==> config.mk <==
export PLATFORM = sky130hd
export DESIGN_NAME = coin_feeder_flat
export DESIGN_NICKNAME = d
export VERILOG_FILES = /design/src/rtl/coin_feeder_if.sv /design/src/rtl/coin_feeder.sv /design/src/flat_wrapper.sv
export SDC_FILE = /design/constraint.sdc
export NUM_CORES = 1
export LEC_CHECK = 0
export BUFFER_PORTS_ARGS = -buffer_cell sky130_fd_sc_hd__buf_2
export CAP_MARGIN = 20
export CORE_ASPECT_RATIO = 1.75
export CORE_MARGIN = 2
export CORE_UTILIZATION = 46
export CTS_BUF_LIST = sky130_fd_sc_hd__clkbuf_4 sky130_fd_sc_hd__clkbuf_8 sky130_fd_sc_hd__clkbuf_16
export CTS_CLUSTER_DIAMETER = 150
export DETAILED_ROUTE_END_ITERATION = 10
export PLACE_DENSITY = 0.74
export SYNTH_ARGS = -nofsm -noshare
export SYNTH_HDL_FRONTEND = slang
export SYNTH_SLANG_ARGS = --single-unit
export TNS_END_PERCENT = 5
==> constraint.sdc <==
create_clock -name clock -period 3.29 [get_ports clock]
set_input_delay 0.1645 -clock clock [delete_from_list [all_inputs] [get_ports clock]]
set_output_delay 0.1645 -clock clock [all_outputs]
set_load 0.1 [all_outputs]
==> src/rtl/coin_feeder_if.sv <==
// Coin feeder signal bundle: coin sensors and vend indication in; coin code,
// FIFO status and vend statistics out.
interface coin_feeder_if;
    logic       nickel_in;
    logic       dime_in;
    logic       newspaper;
    logic [1:0] coin;
    logic       fifo_full;
    logic       reject;
    logic [4:0] credit;
    logic [7:0] sold_count;
    logic       vend_err;

    modport master (
        output nickel_in, dime_in, newspaper,
        input  coin, fifo_full, reject, credit, sold_count, vend_err
    );

    modport slave (
        input  nickel_in, dime_in, newspaper,
        output coin, fifo_full, reject, credit, sold_count, vend_err
    );
endinterface

==> src/rtl/coin_feeder.sv <==
// Coin feeder: queues sensed coins in a 1-bit FIFO and presents them one at a
// time to the vending FSM, tracking credit, completed vends and vend timeouts.
module coin_feeder #(
    parameter int unsigned DEPTH        = 4,
    parameter int unsigned VEND_TIMEOUT = 15
) (
    input  logic          clock,
    input  logic          reset,
    coin_feeder_if.slave  bus
);

    localparam int unsigned     AW         = $clog2(DEPTH);
    localparam logic [AW:0]     FULL_CNT   = (AW+1)'(DEPTH);
    localparam logic [7:0]      TIMER_LAST = 8'(VEND_TIMEOUT - 1);
    localparam logic [1:0]      COIN_NONE  = 2'b00;
    localparam logic [1:0]      COIN_NICK  = 2'b01;
    localparam logic [1:0]      COIN_DIME  = 2'b10;

    typedef enum logic [1:0] {IDLE, DRIVE, GAP, VEND} state_t;

    state_t             state_q, state_d;
    logic [DEPTH-1:0]   mem_q, mem_d;
    logic [AW-1:0]      wr_ptr_q, wr_ptr_d;
    logic [AW-1:0]      rd_ptr_q, rd_ptr_d;
    logic [AW:0]        count_q, count_d;
    logic [1:0]         coin_q, coin_d;
    logic               reject_q, reject_d;
    logic [4:0]         credit_q, credit_d;
    logic [7:0]         sold_q, sold_d;
    logic               vend_err_q, vend_err_d;
    logic [7:0]         timer_q, timer_d;

    logic full, one_coin, push, pop;

    always_comb begin
        state_d    = state_q;
        mem_d      = mem_q;
        wr_ptr_d   = wr_ptr_q;
        rd_ptr_d   = rd_ptr_q;
        count_d    = count_q;
        coin_d     = COIN_NONE;
        reject_d   = 1'b0;
        credit_d   = credit_q;
        sold_d     = sold_q;
        vend_err_d = vend_err_q;
        timer_d    = timer_q;

        // Fullness uses the registered count, so a pop this cycle does not free a slot for a push.
        full     = (count_q == FULL_CNT);
        one_coin = bus.nickel_in ^ bus.dime_in;
        push     = one_coin & ~full;
        pop      = (state_q == IDLE) && (count_q != '0);
        reject_d = (bus.nickel_in & bus.dime_in) | (one_coin & full);

        if (push) begin
            mem_d[wr_ptr_q] = bus.dime_in;
            wr_ptr_d        = wr_ptr_q + 1'b1;
        end

        case ({push, pop})
            2'b10:   count_d = count_q + 1'b1;
            2'b01:   count_d = count_q - 1'b1;
            default: count_d = count_q;
        endcase

        case (state_q)
            IDLE: begin
                if (pop) begin
                    coin_d   = mem_q[rd_ptr_q] ? COIN_DIME : COIN_NICK;
                    rd_ptr_d = rd_ptr_q + 1'b1;
                    state_d  = DRIVE;
                end
            end
            DRIVE: begin
                credit_d = credit_q + ((coin_q == COIN_DIME) ? 5'd10 : 5'd5);
                if (credit_d >= 5'd15) begin
                    timer_d = '0;
                    state_d = VEND;
                end else begin
                    state_d = GAP;
                end
            end
            GAP: begin
                state_d = IDLE;
            end
            VEND: begin
                if (bus.newspaper) begin
                    credit_d = '0;
                    sold_d   = sold_q + 1'b1;
                    state_d  = GAP;
                end else if (timer_q == TIMER_LAST) begin
                    credit_d   = '0;
                    vend_err_d = 1'b1;
                    state_d    = GAP;
                end else begin
                    timer_d = timer_q + 1'b1;
                end
            end
            default: state_d = IDLE;
        endcase
    end

    always_ff @(posedge clock) begin
        if (reset) begin
            state_q    <= IDLE;
            mem_q      <= '0;
            wr_ptr_q   <= '0;
            rd_ptr_q   <= '0;
            count_q    <= '0;
            coin_q     <= COIN_NONE;
            reject_q   <= 1'b0;
            credit_q   <= '0;
            sold_q     <= '0;
            vend_err_q <= 1'b0;
            timer_q    <= '0;
        end else begin
            state_q    <= state_d;
            mem_q      <= mem_d;
            wr_ptr_q   <= wr_ptr_d;
            rd_ptr_q   <= rd_ptr_d;
            count_q    <= count_d;
            coin_q     <= coin_d;
            reject_q   <= reject_d;
            credit_q   <= credit_d;
            sold_q     <= sold_d;
            vend_err_q <= vend_err_d;
            timer_q    <= timer_d;
        end
    end

    assign bus.coin       = coin_q;
    assign bus.fifo_full  = (count_q == FULL_CNT);
    assign bus.reject     = reject_q;
    assign bus.credit     = credit_q;
    assign bus.sold_count = sold_q;
    assign bus.vend_err   = vend_err_q;

endmodule
==> src/flat_wrapper.sv <==
// flat-port wrapper written by rule: the top's interface ports become plain ports
module coin_feeder_flat 
#(
    parameter int unsigned DEPTH        = 4,
    parameter int unsigned VEND_TIMEOUT = 15
)
  (clock, reset, bus_nickel_in, bus_dime_in, bus_newspaper, bus_coin, bus_fifo_full, bus_reject, bus_credit, bus_sold_count, bus_vend_err);
  coin_feeder_if bus_i ();
  input  logic clock;
  input  logic reset;
  input wire logic [$bits(bus_i.nickel_in)-1:0] bus_nickel_in;
  input wire logic [$bits(bus_i.dime_in)-1:0] bus_dime_in;
  input wire logic [$bits(bus_i.newspaper)-1:0] bus_newspaper;
  output wire logic [$bits(bus_i.coin)-1:0] bus_coin;
  output wire logic [$bits(bus_i.fifo_full)-1:0] bus_fifo_full;
  output wire logic [$bits(bus_i.reject)-1:0] bus_reject;
  output wire logic [$bits(bus_i.credit)-1:0] bus_credit;
  output wire logic [$bits(bus_i.sold_count)-1:0] bus_sold_count;
  output wire logic [$bits(bus_i.vend_err)-1:0] bus_vend_err;
  assign bus_i.nickel_in = bus_nickel_in;
  assign bus_i.dime_in = bus_dime_in;
  assign bus_i.newspaper = bus_newspaper;
  assign bus_coin = bus_i.coin;
  assign bus_fifo_full = bus_i.fifo_full;
  assign bus_reject = bus_i.reject;
  assign bus_credit = bus_i.credit;
  assign bus_sold_count = bus_i.sold_count;
  assign bus_vend_err = bus_i.vend_err;
  coin_feeder #(.DEPTH(DEPTH), .VEND_TIMEOUT(VEND_TIMEOUT)) u_core (.clock(clock), .reset(reset), .bus(bus_i));
endmodule
==> results of run 1 <==
==> sequential cells by signal (all words and copies together), names as in the netlist <==
name	flops
u_core.bus.sold_count	8
u_core.timer_q	8
u_core.bus.credit	5
u_core.mem_q	4
u_core.count_q	3
u_core.bus.coin	2
u_core.rd_ptr_q	2
u_core.state_q	2
u_core.wr_ptr_q	2
u_core.bus.reject	1
u_core.bus.vend_err	1
==> layout by cell type (no fill, tap or decap), types with 2 or more instances in the layout <==
master,n
a21oi_1,16
a22oi_1,3
a31oi_1,2
and3_1,5
buf_2,22
buf_4,2
bufinv_16,2
clkbuf_8,6
dfxtp_1,38
ha_1,13
inv_1,9
mux2i_1,9
nand2_1,19
nand2b_1,7
nand3_1,11
nand4_1,4
nand4b_1,2
nor2_1,25
nor2b_1,4
nor3_1,4
nor3b_1,2
o21a_1,2
o21ai_0,4
or2b_1,2
or3_1,3
xnor2_1,4
xor2_1,10
==> cells by family after synthesis <==
logic type / after synthesis
compound gates: 33
xor+xnor: 14
fa+ha+maj: 14
buf+inv: 16
flops: 38
mux: 10
simple gates: 93
==> routing by layer <==
metal | track usage, % | share of wire [%] | vias up
li1 | - | - | 799
met3 | 4.35 | 2.7 | 8
met5 | 0 | 0 | -
met4 | 10.0 | 2.4 | 0
met1 | 19.6 | 41 | 754
met2 | 32.0 | 54 | 22
==> worst max-delay path: stages, from the launching register on <==
cell and delay, ps:
dfxtp_1 380, nor2b_1 280, inv_1 100, ha_1 220, ha_1 220, or3_1 370, o22ai_2 130, mux2i_1 400
a21oi_2 160, a21oi_1 210, mux2i_1 210
==> stage by stage <==
stage               power (mW)  cell area [um^2]  std cells  util [%]
floorplan                 1.09              1920        218         -
global placement          1.18              2080        284      51.0
detailed placement        1.20              2080        284      51.0
CTS                       1.69              2220        292      54.5
global route              1.78              2220        292      54.5
finish                    1.68              2220        292      54.5
==> final cells by class <==
class                      instances  area [um^2]  share of cell area (%)
multi-input combinational        164         1100                    49.4
clock buffer                       6         82.6                    3.72
sequential                        38          761                    34.3
tap                               49         61.3                    2.76
inverter                           9         33.8                    1.52
timing repair buffer              24          125                    5.64
clock inverter                     2         60.1                    2.71
==> worst max-delay path by stage <==
stage / start / endpoint / slack (ps) / cells after the start
global route: u_core.bus.coin[1] / u_core.timer_q[6] / 330 / 10
CTS: u_core.bus.coin[1] / u_core.timer_q[3] / 540 / 10
global placement: u_core.bus.coin[1] / u_core.timer_q[4] / 700 / 11
detailed placement: u_core.bus.coin[1] / u_core.timer_q[3] / 570 / 10
floorplan: u_core.bus.coin[1] / u_core.timer_q[5] / 120 / 10
finish: u_core.bus.coin[1] / u_core.timer_q[3] / 540 / 10
==> power groups by stage <==
stage	Sequential [mW]	Combinational, mW	Clock [mW]
global route	0.596	0.663	0.520
detailed placement	0.598	0.603	0
finish	0.586	0.600	0.491
CTS	0.587	0.606	0.500
global placement	0.595	0.587	0
floorplan	0.724	0.365	0
==> summary.md, run 1 <==
| Metric | Value |
|---|---|
| Post-synth top cells | `dfxtp_1 (38), nor2_1 (25), nand2_1 (19)` |
| DRC | `0` |
| Top cell type's share of synthesized area | `39.6%` |
| First-pass GRT wire length | `6.43 mm` |
| Compound-Gate Fraction of Synth Area | `10.7%` |
| # Max-Cap Violations | `0` |
| Number of synthesized flops with an enable pin | `0` |
| Yosys top cell by area | `dfxtp_1` |
| TritonCTS Buffers | `5` |
| DP Wirelength | `2.79 mm` |
| Crit start category | `flip-flop` |
| CTS tree | `done` |
| Post-synthesis mux area share | `5.86%` |
| CP Class | `flip-flop to flip-flop` |
| Avg Cell Area, Syn | `8.81 um^2` |
| DIE HEIGHT | `89.5 um` |
| Final worst setup slack | `541 ps` |
| Site row count | `31` |
| Post-Synth Simple-Gate Area | `24.6%` |
| Tot GR Track Use | `18.3%` |
| Largest net degree at the start of global routing | `34` |
| Routed len/inst | `13.2 um` |
| # fillers | `400` |
| Routed WL | `3.85 mm` |
| Hold slack final | `166 ps` |
| Starting density of the core | `47.2%` |
| Synth warn | `0` |
| Sink Count | `38` |
| Clk_lat worst skew | `290 ps` |
| FF+latch count, synth | `38` |
| Synth Instances | `218` |
| Register area share after synthesis | `39.6%` |
| Final period utilization | `83.5%` |
| First drt pass iteration count | `4` |
| Worst r2r dst | `u_core.timer_q[3]` |
| DP Worst Slack | `570 ps` |
| Setup Buffers After CTS | `0` |
| CP endpoint kind | `flip-flop` |
| Ranking of synthesized cells by area | `dfxtp_1 (40%), ha_1 (8.5%), nor2_1 (4.9%)` |
| Post-synth design cell area | `1920 um^2` |
| Die Area | `4730 um^2` |
| Worst slew margin | `59.2%` |
| RSZ-0062 raised after global routing | `false` |
| P_int | `1.04 mW` |
| Worst path arrival time | `2970 ps` |
| Hold EP | `u_core.mem_q[2]` |
| Antenna-violating nets left | `0` |
| Asr flop ratio synth | `0%` |
| FF-to-FF setup slack | `540 ps` |
| Layout Nets | `261` |
| Initial DRC count | `21` |
| Worst-path fanout max | `7` |
| Hold Crit Depth | `3` |
| Adder-Cell Fraction of Synth Area | `9.51%` |
| Net Switching | `0.634 mW` |
| Primary FF master, synth | `dfxtp_1` |
| Gp weighted congestion | `0.820` |
| Main combinational cell family by area after synthesis | `simple AND/OR/NAND/NOR gates` |
| Hold Vio Cnt, Final | `0` |
| Setup Viol. Count Final | `0` |
| Synthesis-to-finish area growth | `15.6%` |
| Number of I/O pins | `23` |
| Vias in the first global route | `1474` |
| Clk pin slew, worst setup/hold paths | `80 ps` |
| Total negative slack | `0 ps` |
| Maximum vdd ir drop | `0.507 mV` |
| Grt ovf | `0` |
| Critical Path RT | `3510 ps` |
| Core Region | `4070 um^2` |
| Post-Synth XOR/XNOR Area | `6.38%` |
| Cts hold-fix bufs | `0` |
| Ratio of cells with drive above 1 in the final layout | `15.2%` |
| Deepest clock path buffer count | `2` |
| Sw Share | `37.8%` |
| Worst Hold Launch | `bus_dime_in` |
| Static Leak | `0.999 nW` |
| Resize count post-CTS | `0` |
| Status | `finished, final reports clean` |
| F_max | `364 MHz` |
| H-tree levels | `2` |
| Final min period | `2750 ps` |
| Clock Skew | `8.90 ps` |
| Clock power frac | `29.3%` |
| Netlist cell types | `39` |
| CTS Root Buffer Type | `clkbuf_8` |
| Register share of total power | `35.0%` |
| Logic pwr share | `35.8%` |
| Reg2reg path depth | `10` |
| Port bufs | `22` |
| Synthesized Nets | `237` |
| Final Max Tran Viols | `0` |
| Worst-Margin Slew | `613 ps` |
| Vias | `1583` |
| FF-to-FF Start | `u_core.bus.coin[1]` |
| Antenna fix cells | `0` |
| Worst min path class | `input port to flip-flop` |
| DR vias/cell | `5.42` |
| Antenna violations before repair | `0` |
| Count leader, synth | `dfxtp_1` |
| Die W | `52.8 um` |
| Power per cell area | `756 nW/um^2` |
No activity file was read; power rests on OpenSTA's default activity.
==> run 2: changes to the inputs <==
- clock period: 3.29 -> 2.6 ns (I/O delays scaled with it)
==> run 2 against run 1 <==
Effect of this change: via count shrank 0.38%; critical path type unchanged; critical endpoint is now u_core.timer_q[7]; die area is the same; sequential power grew 26%; register-to-register slack lost 440 ps; final area shrank 1.0%; clock power shrank 23%; wire length shrank 5.1%; core utilization shrank 0.55 points; non-clock buffer count grew 1.
==> summary.md, run 2 (synthesized netlist as in run 1, its figures left out) <==
| Metric | Value |
|---|---|
| Hold Crit Depth | `3 (unchanged)` |
| Starting density of the core | `47.2% (unchanged)` |
| Tot GR Track Use | `16.7% (-1.6 points)` |
| Net Switching | `0.798 mW (+26%)` |
| DP Worst Slack | `11.4 ps (-558 ps)` |
| First-pass GRT wire length | `5.82 mm (-9.5%)` |
| Clk pin slew, worst setup/hold paths | `70 ps (about the same)` |
| Largest net degree at the start of global routing | `34 (unchanged)` |
| Total negative slack | `0 ps (unchanged)` |
| CP Class | `flip-flop to flip-flop` |
| Clk_lat worst skew | `290 ps (about the same)` |
| Cts hold-fix bufs | `0 (unchanged)` |
| Worst min path class | `input port to flip-flop` |
| DR vias/cell | `5.40 (-0.38%)` |
| DRC | `0 (unchanged)` |
| Antenna violations before repair | `0 (unchanged)` |
| Sw Share | `42.2% (+4.3 points)` |
| Routed WL | `3.65 mm (-5.1%)` |
| Setup Viol. Count Final | `0 (unchanged)` |
| Sink Count | `38 (unchanged)` |
| Crit start category | `flip-flop` |
| F_max | `401 MHz (+10%)` |
| Layout Nets | `262 (+0.38%)` |
| Vias | `1577 (-0.38%)` |
| Die Area | `4730 um^2 (unchanged)` |
| Static Leak | `0.975 nW (-2.5%)` |
| Logic pwr share | `40.9% (+5.1 points)` |
| Register share of total power | `39.2% (+4.2 points)` |
| Antenna-violating nets left | `0 (unchanged)` |
| Core Region | `4070 um^2 (unchanged)` |
| CP endpoint kind | `flip-flop` |
| Setup Buffers After CTS | `0 (unchanged)` |
| Maximum vdd ir drop | `0.574 mV (+13%)` |
| Most common cell after layout, fill and taps aside | `dfxtp_1` |
| # Max-Cap Violations | `0 (unchanged)` |
| Clock power frac | `20.0% (-9.3 points)` |
| Total power | `1.89 mW (+13%)` |
| Die W | `52.8 um (unchanged)` |
| Final period utilization | `96.0% (+12 points)` |
| Non-filler instance count after layout | `292 (unchanged)` |
| Power per cell area | `862 nW/um^2 (+14%)` |
| Hold Vio Cnt, Final | `0 (unchanged)` |
| Gp weighted congestion | `0.782 (-4.7%)` |
| Hold EP | `u_core.mem_q[1]` |
| Ratio of cells with drive above 1 in the final layout | `18.1% (+2.9 points)` |
| Final min period | `2490 ps (-254 ps)` |
| Grt ovf | `0 (unchanged)` |
| TritonCTS Buffers | `5 (unchanged)` |
| Final worst setup slack | `105 ps (-436 ps)` |
| Synthesis-to-finish area growth | `14.4%` |
| Deepest clock path buffer count | `2 (unchanged)` |
| Routed len/inst | `12.5 um (-5.1%)` |
| P_int | `1.10 mW (+5.0%)` |
| Clock Skew | `2.09 ps (-6.81 ps)` |
| Worst path arrival time | `2710 ps (-260 ps)` |
| FF-to-FF setup slack | `110 ps (-440 ps)` |
| DIE HEIGHT | `89.5 um (unchanged)` |
| First drt pass iteration count | `4 (unchanged)` |
| DP Wirelength | `2.65 mm (-5.1%)` |
| H-tree levels | `2 (unchanged)` |
| Site row count | `31 (unchanged)` |
| Worst Hold Launch | `bus_dime_in` |
| Status | `finished, final reports clean` |
| Antenna fix cells | `0 (unchanged)` |
| Inst Count DP | `285 (+0.35%)` |
| CTS tree | `done` |
| Worst-Margin Slew | `623 ps (+10.1 ps)` |
| Number of I/O pins | `23 (unchanged)` |
| Final core occ | `53.9% (-0.55 points)` |
| Commonest non-fill, non-tap cells in the layout | `dfxtp_1 (36), nor2_1 (25), buf_2 (22)` |
| Worst slew margin | `58.5% (-0.67 points)` |
| Final Max Tran Viols | `0 (unchanged)` |
| Critical Path RT | `2820 ps (-690 ps)` |
| Worst r2r dst | `u_core.timer_q[7]` |
| Port bufs | `22 (unchanged)` |
| Vias in the first global route | `1433 (-2.8%)` |
| Worst-path fanout max | `7 (unchanged)` |
| FF-to-FF Start | `u_core.bus.coin[1]` |
| CTS Root Buffer Type | `clkbuf_8` |
| Initial DRC count | `13 (-38%)` |
| Reg2reg path depth | `10 (unchanged)` |
## run 2: cell types whose count changed in the layout (fill, tap and decap cells not counted), moves of 2 or more
cell / change
dfxtp_2: +2
dfxtp_1: -2
a21oi_2: +2
clkinv_2: +2
a21oi_1: -2
bufinv_16: -2
## run 2: worst max-delay path, stage by stage, from the launching register on
cell,delay [ps]
dfxtp_2,330
nor2b_2,150
buf_4,140
xor2_1,140
ha_1,240
or3_1,370
o22ai_2,160
mux2i_4,340
a21oi_2,130
a21oi_1,210
mux2i_1,190
## run 2: cell type report
| cell class | instances | area, um^2 |
|---|---|---|
| multi-input cells | 164 | 1130 |
| repair buffers | 25 | 133 |
| well taps | 49 | 61.3 |
| clock inverters | 2 | 10.0 |
| flip-flops and latches | 38 | 763 |
| clock buffers | 5 | 68.8 |
| fillers | 393 | 1880 |
| inverters | 9 | 33.8 |
## run 2: routing by layer
| metal | vias up | GRT usage [%] | share of wire [%] |
|---|---|---|---|
| met2 | 26 | 31.3 | 53 |
| met4 | 0 | 9.56 | 3.2 |
| met5 | - | 0 | 0 |
| li1 | 800 | - | - |
| met3 | 9 | 3.51 | 2.9 |
| met1 | 742 | 16.3 | 41 |
## run 2: power groups by stage
stage	registers (mW)	clock network [mW]	logic [mW]
after global routing	0.755	0.414	0.854
after global placement	0.752	0	0.749
after CTS	0.742	0.388	0.767
after floorplan	0.918	0	0.463
final	0.741	0.378	0.774
after detailed placement	0.754	0	0.762
## run 2: per-stage QoR
| step | instance area [um^2] | hold slack [ps] |
|---|---|---|
| 3_3_place_gp | 2090 | 436 |
| 5_1_grt | 2200 | 141 |
| 6_report | 2200 | 133 |
| 2_1_floorplan | 1920 | 277 |
| 4_1_cts | 2170 | 129 |
| 3_5_place_dp | 2090 | 440 |
## run 2: repair_timing
action,in CTS,in global routing
pin swaps,1,1
setup endpoints to repair,3,8
hold endpoints to repair,0,0
gates resized for setup,0,6
## run 2: worst max path at each step
stage                            start           endpoint  slack, ps  depth (start not counted)
floorplan           u_core.bus.coin[1]  u_core.timer_q[5]       -230                         10
global placement    u_core.bus.coin[1]  u_core.timer_q[2]        110                         11
detailed placement  u_core.bus.coin[1]  u_core.timer_q[7]         10                         11
CTS                 u_core.bus.coin[1]  u_core.timer_q[7]         30                         11
global route        u_core.bus.coin[1]  u_core.timer_q[7]         -8                         10
finish              u_core.bus.coin[1]  u_core.timer_q[7]        110                         10
